### src/rtl/shreg_pkg.sv
// Shared encodings for the universal shift register sequencer: register CTRL
// codes, command opcodes, FSM states and small decode helpers.
package shreg_pkg;

  localparam int REG_W  = 8;
  localparam int BITS_W = 4;

  typedef enum logic [1:0] {
    CTRL_HOLD = 2'b00,
    CTRL_SHL  = 2'b01,
    CTRL_LOAD = 2'b10,
    CTRL_SHR  = 2'b11
  } ctrl_e;

  typedef enum logic [1:0] {
    OP_TX   = 2'b00,
    OP_RX   = 2'b01,
    OP_XFER = 2'b10,
    OP_RSVD = 2'b11
  } op_e;

  typedef enum logic [1:0] {
    ST_IDLE  = 2'b00,
    ST_LOAD  = 2'b01,
    ST_SHIFT = 2'b10,
    ST_DONE  = 2'b11
  } state_e;

  // A length field of zero stands for a full 8-bit transfer.
  function automatic logic [BITS_W-1:0] len_to_bits(input logic [2:0] len);
    return (len == 3'd0) ? 4'd8 : {1'b0, len};
  endfunction

  function automatic ctrl_e shift_code(input logic dir);
    return dir ? CTRL_SHR : CTRL_SHL;
  endfunction

endpackage

### src/rtl/shreg_bit_timer.sv
// Bit-period down-counter: loads CLK_DIV-1 on start, ticks when it reaches
// zero and reloads, until cleared.
module shreg_bit_timer #(
  parameter int CLK_DIV = 4,
  parameter int DIV_W   = 8
) (
  input  logic clk,
  input  logic rst,
  input  logic start,
  input  logic clear,
  output logic tick
);

  localparam logic [DIV_W-1:0] RELOAD = DIV_W'(CLK_DIV - 1);

  logic [DIV_W-1:0] count_q, count_d;
  logic             run_q, run_d;

  always_comb begin
    count_d = count_q;
    run_d   = run_q;
    if (clear) begin
      count_d = '0;
      run_d   = 1'b0;
    end else if (start) begin
      count_d = RELOAD;
      run_d   = 1'b1;
    end else if (run_q) begin
      count_d = (count_q == '0) ? RELOAD : count_q - DIV_W'(1);
    end
  end

  assign tick = run_q && (count_q == '0);

  always_ff @(posedge clk) begin
    if (rst) begin
      count_q <= '0;
      run_q   <= 1'b0;
    end else begin
      count_q <= count_d;
      run_q   <= run_d;
    end
  end

endmodule

### src/rtl/shreg_seq_ctrl.sv
// Command sequencer for the 8-bit universal shift register: runs TX, RX and
// XFER transfers of 1..8 bits at one shift per CLK_DIV clock cycles.
module shreg_seq_ctrl
  import shreg_pkg::*;
#(
  parameter int   CLK_DIV = 4,
  parameter int   DIV_W   = 8,
  parameter logic FILL    = 1'b0
) (
  input  logic             CLOCK,
  input  logic             RESET,
  input  logic             cmd_valid,
  output logic             cmd_ready,
  input  logic [1:0]       cmd_op,
  input  logic             cmd_dir,
  input  logic [2:0]       cmd_len,
  input  logic [REG_W-1:0] cmd_data,
  input  logic             abort,
  input  logic             ser_in,
  output logic             ser_out,
  output logic [1:0]       reg_ctrl,
  output logic             reg_enable,
  output logic             reg_s_in,
  output logic [REG_W-1:0] reg_d,
  input  logic [REG_W-1:0] reg_q,
  output logic             done_valid,
  output logic [REG_W-1:0] done_data,
  output logic             done_err
);

  state_e              state_q, state_d;
  op_e                 op_q, op_d;
  logic                dir_q, dir_d;
  logic [BITS_W-1:0]   bits_left_q, bits_left_d;
  ctrl_e               reg_ctrl_q, reg_ctrl_d;
  logic                reg_enable_q, reg_enable_d;
  logic [REG_W-1:0]    reg_d_q, reg_d_d;
  logic                done_valid_q, done_valid_d;
  logic                done_err_q, done_err_d;

  logic accept;
  logic busy_q;
  logic tick;
  logic timer_start;
  logic timer_clear;

  assign cmd_ready = (state_q == ST_IDLE) && !RESET;
  assign accept    = cmd_valid && cmd_ready;
  assign busy_q    = (state_q == ST_LOAD) || (state_q == ST_SHIFT);

  // The timer starts on the accept edge so that its ticks precede each
  // registered shift enable by exactly one cycle.
  assign timer_start = accept && (cmd_op != OP_RSVD);
  assign timer_clear = (state_d != ST_LOAD) && (state_d != ST_SHIFT);

  shreg_bit_timer #(
    .CLK_DIV (CLK_DIV),
    .DIV_W   (DIV_W)
  ) u_bit_timer (
    .clk   (CLOCK),
    .rst   (RESET),
    .start (timer_start),
    .clear (timer_clear),
    .tick  (tick)
  );

  always_comb begin
    state_d      = state_q;
    op_d         = op_q;
    dir_d        = dir_q;
    bits_left_d  = bits_left_q;
    reg_ctrl_d   = CTRL_HOLD;
    reg_enable_d = 1'b0;
    reg_d_d      = reg_d_q;
    done_valid_d = 1'b0;
    done_err_d   = 1'b0;
    case (state_q)
      ST_IDLE: begin
        if (accept) begin
          op_d        = op_e'(cmd_op);
          dir_d       = cmd_dir;
          bits_left_d = len_to_bits(cmd_len);
          if (cmd_op == OP_RSVD) begin
            state_d      = ST_DONE;
            done_valid_d = 1'b1;
            done_err_d   = 1'b1;
          end else begin
            state_d      = ST_LOAD;
            reg_ctrl_d   = CTRL_LOAD;
            reg_enable_d = 1'b1;
            reg_d_d      = (cmd_op == OP_RX) ? '0 : cmd_data;
          end
        end
      end
      ST_LOAD, ST_SHIFT: begin
        if (abort) begin
          state_d = ST_IDLE;
        end else if ((state_q == ST_SHIFT) && reg_enable_q && (bits_left_q == '0)) begin
          // The last shift is on the register's input this cycle.
          state_d      = ST_DONE;
          done_valid_d = 1'b1;
        end else begin
          state_d    = ST_SHIFT;
          reg_ctrl_d = shift_code(dir_q);
          if (tick && (bits_left_q != '0)) begin
            reg_enable_d = 1'b1;
            bits_left_d  = bits_left_q - BITS_W'(1);
          end
        end
      end
      ST_DONE: begin
        state_d = ST_IDLE;
      end
      default: begin
        state_d = ST_IDLE;
      end
    endcase
  end

  always_ff @(posedge CLOCK) begin
    if (RESET) begin
      state_q      <= ST_IDLE;
      op_q         <= OP_TX;
      dir_q        <= 1'b0;
      bits_left_q  <= '0;
      reg_ctrl_q   <= CTRL_HOLD;
      reg_enable_q <= 1'b0;
      reg_d_q      <= '0;
      done_valid_q <= 1'b0;
      done_err_q   <= 1'b0;
    end else begin
      state_q      <= state_d;
      op_q         <= op_d;
      dir_q        <= dir_d;
      bits_left_q  <= bits_left_d;
      reg_ctrl_q   <= reg_ctrl_d;
      reg_enable_q <= reg_enable_d;
      reg_d_q      <= reg_d_d;
      done_valid_q <= done_valid_d;
      done_err_q   <= done_err_d;
    end
  end

  assign reg_ctrl   = reg_ctrl_q;
  assign reg_enable = reg_enable_q;
  assign reg_d      = reg_d_q;
  assign reg_s_in   = busy_q ? ((op_q == OP_TX) ? FILL : ser_in) : 1'b0;
  assign ser_out    = (state_q == ST_SHIFT) ? (dir_q ? reg_q[0] : reg_q[REG_W-1]) : 1'b0;
  assign done_valid = done_valid_q;
  // Register Q is stable during the DONE cycle and already holds the last shift.
  assign done_data  = done_valid_q ? reg_q : '0;
  assign done_err   = done_err_q;

endmodule
### config.mk
export PLATFORM = sky130hd
export DESIGN_NAME = shreg_seq_ctrl
export DESIGN_NICKNAME = d
export VERILOG_FILES = /design/src/rtl/shreg_pkg.sv /design/src/rtl/shreg_bit_timer.sv /design/src/rtl/shreg_seq_ctrl.sv
export SDC_FILE = /design/constraint.sdc
export NUM_CORES = 1
export LEC_CHECK = 0
export BUFFER_PORTS_ARGS = -buffer_cell sky130_fd_sc_hd__buf_2
export CORE_MARGIN = 10
export CORE_UTILIZATION = 50
export CTS_CLUSTER_SIZE = 24
export DETAILED_ROUTE_END_ITERATION = 8
export PLACE_DENSITY_LB_ADDON = 0.15
export SLEW_MARGIN = 15
export SYNTH_ARGS = -nofsm -noshare
export SYNTH_HDL_FRONTEND = slang
export SYNTH_HIERARCHICAL = 1
export SYNTH_SLANG_ARGS = --single-unit
### constraint.sdc
create_clock -name CLOCK -period 3.7 [get_ports CLOCK]
set_clock_uncertainty 0.2 [all_clocks]
set_input_delay 0.185 -clock CLOCK [delete_from_list [all_inputs] [get_ports CLOCK]]
set_output_delay 0.185 -clock CLOCK [all_outputs]
set_load 0.03 [all_outputs]
==> results.cfg, run 1 <==
[setup_path]
rr_endpoint = u_bit_timer/count_q[4]
reg2regPathDepth = 9
cp-start-kind = register
cp_max_fo = 9
cp_cell_sequence = inv_1 > ha_1 > and3b_1 > mux2i_1 > xnor2_1 > a21oi_1 > or3_1 > or4_2 > o21ai_0
end_kind = register
critPathSlowestCell = or4_2
r2r_start = state_q[0]
arrival_ps = 3110
rrSetupSlack_ps = 660
critPathKind = reg2reg
slowest_delay_ps = 560
critical_path_required_ps = 3770

[placement]
placed_area_um2 = 1820
post-place-cells = 266
place_congestion = 0.894
port_buffers = 50
place_hpwl_um = 2980

[clock_tree]
cts_setup_buffers = 0
cts_root_buf = clkbuf_4
htree_levels = 2
ctsLongestPathBuffers = 2
clk-insertion-delay-late_ps = 340
numCtsBuffers = 5
tritoncts = built
clk_pin_slew_ps = 100
cts_sinks = 31

[cells_and_area]
nNetsFinal = 273
drive_gt1_frac = 0.261
design_area_um2 = 2020
antenna_cells = 0
synthToLayoutAreaGrowth_pct = 29.5
layout.cells.non_filler = 285
fillers = 252

[global_route]
grt_overflow = 0
grt_max_degree = 28
grt_pass1_wl_um = 6550
antenna_found_initial = 0
grt_pass1_vias = 1519
grt_usage = 0.146

[detailed_routing]
avgViaCountPerCell = 5.32
dr.pass1.iters = 4
ant_nets = 0
vias = 1517
drc_errors = 0
finalWirelength_um = 3950
wl_per_cell_um = 13.8
drt_iter0_markers = 77

[timing]
period_share = 0.821
maxSlewViolCount = 0
slew_headroom = 0.678
final.min_clock_period_ps = 3040
rsz0062_at_grt = false
clock.fmax_mhz = 329
hold_viol_final = 0
setup_tns_ps = 0
tightest_slew_ps = 482
setup_viol = 0

[power_and_ir_drop]
p_total_w = 0.000793
power_density_nw_per_um2 = 392
ir_drop_mv = 0.223
leakage_nw = 0.890

[synth]
synth_area_leader_cell = dfxtp_1
synth_area_leaders = dfxtp_1 40%, nor2_1 5.3%, ha_1 4.8%
yosysUniqueCellTypes = 43
synthesis.area_um2 = 1560
syn_nets = 212
synth_xor_xnor_area_share = 0.0168
synth_top_family_by_area = simple AND/OR/NAND/NOR gates
ys_ff_latch = 31
syn_inst = 179
synthSimpleGateAreaFrac = 0.270
ys_top_cells_by_count = 31 x dfxtp_1, 22 x nor2_1, 12 x a21oi_1
netlist.area_leader.share = 0.398
post-synth-top-count-cell = dfxtp_1
synth.area.mux_share = 0.0200
ys_seq_area_frac = 0.398
synth_edf_count = 0
synth_compound_area_frac = 0.196
synth_fa_ha_area_frac = 0.0481
yosys_most_used_dff = dfxtp_1
synth-async-reset-ratio = 0
synth_warnings = 6
syn_area_per_cell_um2 = 8.72

[worst_hold_path]
hold_path_depth = 4
holdPathEnd = bits_left_q[2]
hold_class = in2reg
hold_start = cmd_len[2]

[floorplan]
core_region_area_um2 = 3030
io-pin-count = 51
rows = 20
fp.dieW_um = 75.9
die_h_um = 75.9
die_area_um2 = 5750
initial_core_util = 0.515

[status]
outcome = finished, final reports clean

[job]
drv_cap = 0
routing by layer:
| metal | global-route usage | up-vias | part of all wire |
|---|---|---|---|
| li1 | - | 764 | - |
| met1 | 0.155 | 696 | 0.41 |
| met2 | 0.245 | 51 | 0.47 |
| met3 | 0.0755 | 6 | 0.11 |
| met4 | 0.0495 | 0 | 0.012 |
| met5 | 0 | - | 0 |
metrics by stage:
stage / setup WS, ps / utilization / hold slack [ps]
2_1_floorplan: 1040 / - / 87.1
3_3_place_gp: 849 / 0.602 / 215
3_5_place_dp: 720 / 0.602 / 192
4_1_cts: 684 / 0.667 / 13.6
5_1_grt: 503 / 0.667 / 28.6
6_report: 663 / 0.667 / 23.6
how the worst max path moves through the flow:
stage / startpoint / endpoint / slack, ps / depth (start not counted)
global placement: state_q[0] / u_bit_timer/count_q[4] / 850 / 9
global route: state_q[0] / u_bit_timer/count_q[4] / 500 / 9
finish: state_q[0] / u_bit_timer/count_q[4] / 660 / 9
CTS: state_q[0] / u_bit_timer/count_q[4] / 680 / 9
detailed placement: state_q[0] / u_bit_timer/count_q[4] / 720 / 9
floorplan: state_q[0] / u_bit_timer/count_q[4] / 1040 / 10
report_power, final:
| part | switching, W | leakage (nW) | internal (W) |
|---|---|---|---|
| Sequential | 0.0000111 | 0.252 | 0.000349 |
| Combinational | 0.0000904 | 0.590 | 0.0000689 |
| Clock | 0.000114 | 0.0482 | 0.000160 |
critical path, delay by kind of cell (launching register included):
kind                     cells  cell delay [ps]
buffers and inverters        1              100
XOR/XNOR                     1              150
AO/OA/AOI/OAI                2              270
AND/OR/NAND/NOR              3             1360
multiplexers                 1              320
flip-flops                   1              340
adder cells (fa/ha/maj)      1              230
state kept, by name, summed over array words and instances (netlist names), 2 cells and up:
name / cells
reg_d: 8
u_bit_timer/count_q: 8
bits_left_q: 4
op_q: 2
reg_ctrl: 2
state_q: 2
area by class of cell:
cell class	instances	area, µm²	area share
Tap cell	44	55.1	0.0272
Inverter	10	37.5	0.0186
Clock buffer	6	51.3	0.0254
Timing Repair Buffer	61	360	0.178
Sequential cell	31	621	0.307
Clock inverter	2	35.0	0.0173
Multi-Input combinational cell	131	861	0.426
layout by cell type (no fill, tap or decap), types with 4 or more instances in the layout:
cell type	synthesis	final
nor3_1	5	5
clkbuf_4	0	5
buf_2	3	50
o21ai_0	5	5
inv_1	10	10
nor2_1	22	22
dfxtp_1	31	31
ha_1	6	6
and2_1	8	8
a21oi_1	12	12
o31ai_1	5	5
nand3b_1	4	4
nor2b_1	6	6
nand2_1	11	11
dlygate4sd3_1	0	11
a22oi_1	8	8
repair_timing:
action,4_1_cts,5_1_grt
resized for setup,0,0
hold buffers,11,0
endpoints found under the hold margin,13,0
kinds of logic (layout without fill, tap and decap cells):
logic type | count (synthesis) | in the layout
adder cells (fa/ha/maj) | 6 | 6
AND/OR/NAND/NOR | 76 | 76
AO/OA/AOI/OAI | 43 | 43
buffers and inverters | 17 | 79
XOR/XNOR | 3 | 3
flip-flops | 31 | 31
multiplexers | 3 | 3
Note: power is estimated with default switching activity, not from simulation.
==> run 2: changes to the inputs <==
ABC_AREA = 1   (was not set)
clock period = 2.9 ns   (was 3.7 ns; I/O delays follow)
==> run 2 against run 1 <==
Total power grew 110%. Via count grew 21%. Sequential power grew 55%. Final cell count grew 33%. Final area grew 15%. Die area grew 4.4%. Register-to-register slack lost 510 ps. Clock-buffer cell count is the same. Non-clock buffer count grew 20. Largest power group is now combinational cells.
==> results.cfg, run 2 <==
[status]
outcome = finished, final reports clean

[placement]
port_buffers = 50
placed_area_um2 = 1940
place_hpwl_um = 3030
place_congestion = 0.881

[global_route]
antenna_found_initial = 0
gr-usage-met3 = 0.0530
grt_overflow = 0
gr-max-usage-layer = met2
grt_usage = 0.158
grt_pass1_vias = 1704
grt_use_met2 = 0.282
met1_usage = 0.179
grt_pass1_wl_um = 7980
grt_max_degree = 17

[power_and_ir_drop]
combPwrFrac = 0.515
p_int_w = 0.000922
p_total_w = 0.00169
clkPwrFrac = 0.153
ir_drop_mv = 0.513
leakage_nw = 1.22
p_seq_frac = 0.331
power_density_nw_per_um2 = 728
power_switching_w = 0.000766
switching_share = 0.454

[cells_and_area]
nNetsFinal = 368
fin_util = 0.747
antenna_cells = 0
design_area_um2 = 2320
final_cell_mix = 70 x nand2_1, 50 x buf_2, 36 x inv_1
synthToLayoutAreaGrowth_pct = 40.2
drive_gt1_frac = 0.233
final_common_cell = nand2_1

[synth]
ys_top_cells_by_count = 70 x nand2_1, 36 x inv_1, 35 x nor2_1
synth-async-reset-ratio = 0
synth_warnings = 6
yosysUniqueCellTypes = 28
ys_ff_latch = 31
syn_nets = 282
synth_area_leader_cell = dfxtp_1
syn_inst = 249
yosys_most_used_dff = dfxtp_1
synth_edf_count = 0
syn_area_per_cell_um2 = 6.64
synthesis.area_um2 = 1650
ys_seq_area_frac = 0.375
synth_area_leaders = dfxtp_1 38%, nand2_1 16%, inv_1 8.2%
netlist.area_leader.share = 0.375
post-synth-top-count-cell = nand2_1

[timing]
hold_viol_final = 0
slew_headroom = 0.712
clock.fmax_mhz = 364
final.min_clock_period_ps = 2750
maxSlewViolCount = 0
rsz0062_at_grt = false
setup_viol = 0
whs_ps = 26.6
period_share = 0.947
setup_tns_ps = 0
tightest_slew_ps = 432

[setup_path]
arrival_ps = 2820
cpLargestDelayFamily = buffers and inverters
critical_path_required_ps = 2980
r2r_start = state_q[0]
crit_top_cell = dlygate4sd3_1
startpoint = RESET
slowest_delay_ps = 570
critPathKind = in2reg
cp_cell_sequence = dlygate4sd3_1 > buf_2 > inv_4 > nand3_4 > nor2_4 > nand2_1 > dlygate4sd3_1 > a21oi_1 > dlygate4sd3_1
cp_max_fo = 16
critPathSlowestCell = dlygate4sd3_1
end_kind = register
cp-start-kind = input port
cp_num_buf_inv = 5

[worst_hold_path]
hold_start = cmd_len[1]
hold_class = in2reg

[floorplan]
io-pin-count = 51
die_area_um2 = 6010
rows = 20
die_h_um = 77.5
core_region_area_um2 = 3100
initial_core_util = 0.533
fp.dieW_um = 77.5

[clock_tree]
cts_sinks = 31
cts_root_buf = clkbuf_4
clk_pin_slew_ps = 100
clk-insertion-delay-late_ps = 330
ctsLongestPathBuffers = 2
htree_levels = 2
numCtsBuffers = 5
tritoncts = built

[detailed_routing]
drc_errors = 0
drt_iter0_markers = 106
avgViaCountPerCell = 4.82
vias = 1828
finalWirelength_um = 4950
dr.pass1.iters = 4
wl_per_cell_um = 13.1
ant_nets = 0

[job]
drv_cap = 0
[run 2: power groups by stage]
stage	clock network, W	logic (W)	registers, W
floorplan	0	0.000626	0.000575
global placement	0	0.000796	0.000564
detailed placement	0	0.000800	0.000566
CTS	0.000263	0.000842	0.000557
global route	0.000280	0.000985	0.000570
finish	0.000259	0.000870	0.000559
[run 2: metal layers]
metal	part of all wire	routed length, µm
met1	0.43	2140
met2	0.49	2420
met3	0.066	328
met4	0.013	63
met5	0	0
[run 2: logic make-up (layout without fill, tap and decap cells)]
family,Yosys count,after routing,synth area share
AO/OA/AOI/OAI,31,31,0.102
XOR/XNOR,2,2,0.0106
adder cells (fa/ha/maj),6,6,0.0454
buffers and inverters,44,129,0.104
flip-flops,31,31,0.375
AND/OR/NAND/NOR,135,136,0.362
[run 2: repair_timing]
action                                  4_1_cts  5_1_grt
endpoints found under the hold margin        17        0
gates resized for setup                       0        2
buffers inserted                              0        0
endpoints found under the setup margin        0        4
hold buffers                                 31        0
[run 2: per-stage QoR]
step,std cells,worst slack [ps]
detailed placement,340,604
global placement,340,687
finish,379,153
CTS,378,217
global route,379,32.8
floorplan,249,521
[run 2: final timing paths]
check                        end  depth (start not counted)  slack [ps]
setup / recovery        reg_d[3]                          9         150
hold / removal    bits_left_q[3]                          6          30
setup reg to reg        reg_d[3]                          8         150
hold reg to reg         reg_d[2]                          2         280
[run 2: worst reg2reg max path: cells and delay by family (launching register included)]
kind | cells | cell delay [ps]
compound gates | 1 | 150
fa+ha+maj | 1 | 260
flops | 1 | 340
buf+inv | 3 | 1250
simple gates | 3 | 510
[run 2: layout make-up]
| type | count | area [µm²] |
|---|---|---|
| flip-flops and latches | 31 | 621 |
| clock buffers | 6 | 51.3 |
| repair buffers | 81 | 561 |
| inverters | 41 | 156 |
| clock inverters | 1 | 5.00 |
| fillers | 241 | 786 |
| multi-input cells | 175 | 868 |
| well taps | 44 | 55.1 |
==> run 3: changes to the inputs <==
CELL_PAD_IN_SITES_DETAIL_PLACEMENT = 0   (was not set)
CELL_PAD_IN_SITES_GLOBAL_PLACEMENT = 1   (was not set)
CORE_UTILIZATION = 37   (was 50)
CTS_CLUSTER_SIZE = not set   (was 24)
clock period = 3.4 ns   (was 2.9 ns; I/O delays follow)
==> run 3 against run 2 <==
Total power is 14% lower. Final cell count is 3.7% lower. Via count is 11% lower. Largest cell class unchanged.
==> results.cfg, run 3 (synthesis results as in run 2) <==
[status]
outcome = finished, final reports clean

[cells_and_area]
drive_gt1_frac = 0.243
synthToLayoutAreaGrowth_pct = 29.3
fin_util = 0.491
final_cell_mix = 70 x nand2_1, 50 x buf_2, 36 x inv_1
nNetsFinal = 346
antenna_cells = 0
final_common_cell = nand2_1

[detailed_routing]
drt_iter0_markers = 87
avgViaCountPerCell = 4.46
wl_per_cell_um = 10.9
vias = 1629
drc_errors = 0
ant_nets = 0
finalWirelength_um = 3990
dr.pass1.iters = 4

[timing]
period_share = 0.679
setup_tns_ps = 0
hold_viol_final = 0
maxSlewViolCount = 0
tightest_slew_ps = 402
setup_viol = 0
clock.fmax_mhz = 433
rsz0062_at_grt = false
whs_ps = 23.0
slew_headroom = 0.732
worst_slack_ps = 1090
final.min_clock_period_ps = 2310

[placement]
dpl_worst_slack_ps = 1090
port_buffers = 50
place_hpwl_um = 3190
place_congestion = 0.809

[global_route]
grt_usage = 0.106
grt_pass1_vias = 1520
grt_overflow = 0
grt_pass1_wl_um = 6630
antenna_found_initial = 0
grt_max_degree = 17

[floorplan]
rows = 24
initial_core_util = 0.380
core_region_area_um2 = 4350
die_h_um = 86.8
fp.dieW_um = 86.8
io-pin-count = 51
die_area_um2 = 7540

[clock_tree]
cts_root_buf = clkbuf_8
clk-insertion-delay-late_ps = 270
cts_sinks = 31
ctsLongestPathBuffers = 2
numCtsBuffers = 5
tritoncts = built
clk_pin_slew_ps = 60
htree_levels = 2
cts_resized = 0

[job]
drv_cap = 0

[setup_path]
cp_max_fo = 9
cp-start-kind = register
arrival_ps = 2320
critical_path_required_ps = 3420
critPathKind = reg2reg
end_kind = register

[worst_hold_path]
hold_class = in2reg

[power_and_ir_drop]
power_density_nw_per_um2 = 682
leakage_nw = 1.14
p_total_w = 0.00146
ir_drop_mv = 0.421
-- run 3: cell type report --
cell class,instances,area (µm²)
Inverter,41,154
Clock buffer,6,82.6
Clock inverter,1,5.00
Fill cell,448,2220
Sequential cell,31,621
Multi-Input combinational cell,174,860
Tap cell,52,65.1
Timing Repair Buffer,60,350
-- run 3: power by group --
part	switching (W)	internal [W]
Combinational	0.000458	0.000238
Clock	0.000126	0.000158
Sequential	0.0000489	0.000427
-- run 3: path summary, 6_finish.rpt --
path / startpoint / to / slack [ps] / cells after the start
worst max-delay path: state_q[1] / u_bit_timer/count_q[7] / 1090 / 14
worst min-delay path: cmd_op[0] / reg_d[3] / 20 / 4
worst max register to register: state_q[1] / u_bit_timer/count_q[7] / 1090 / 14
worst min register to register: reg_d[6] / reg_d[6] / 260 / 2
-- run 3: stage by stage --
| stage | instances | instance area [µm²] |
|---|---|---|
| 2_1_floorplan | 249 | 1650 |
| 3_5_place_dp | 348 | 1950 |
| 3_3_place_gp | 348 | 1950 |
| 6_report | 365 | 2140 |
| 5_1_grt | 365 | 2140 |
| 4_1_cts | 365 | 2140 |
-- run 3: repair_timing --
action	CTS	global route
hold buffers	10	0
setup endpoints to repair	0	0
buffers inserted	0	0
endpoints found under the hold margin	10	0
-- run 3: worst max-delay path, cell delays in order (launching register included) --
cell	delay, ps
dfxtp_1	380
inv_1	80
ha_1	370
inv_2	110
nor2_1	210
nand3_1	130
nand2_1	80
nand2_1	60
nand2_1	50
nand2_1	50
nor2_2	100
inv_1	60
nor2_1	140
nand2_2	110
nor2_2	100
-- run 3: metal layers --
metal  track usage  wire [µm]  part of all wire  vias up
li1              -          -                 -      899
met1         0.127       1890              0.47      687
met4        0.0398         20            0.0050        0
met5             0          0                 0        -
met3        0.0478        375             0.094        2
met2         0.162       1700              0.43       41
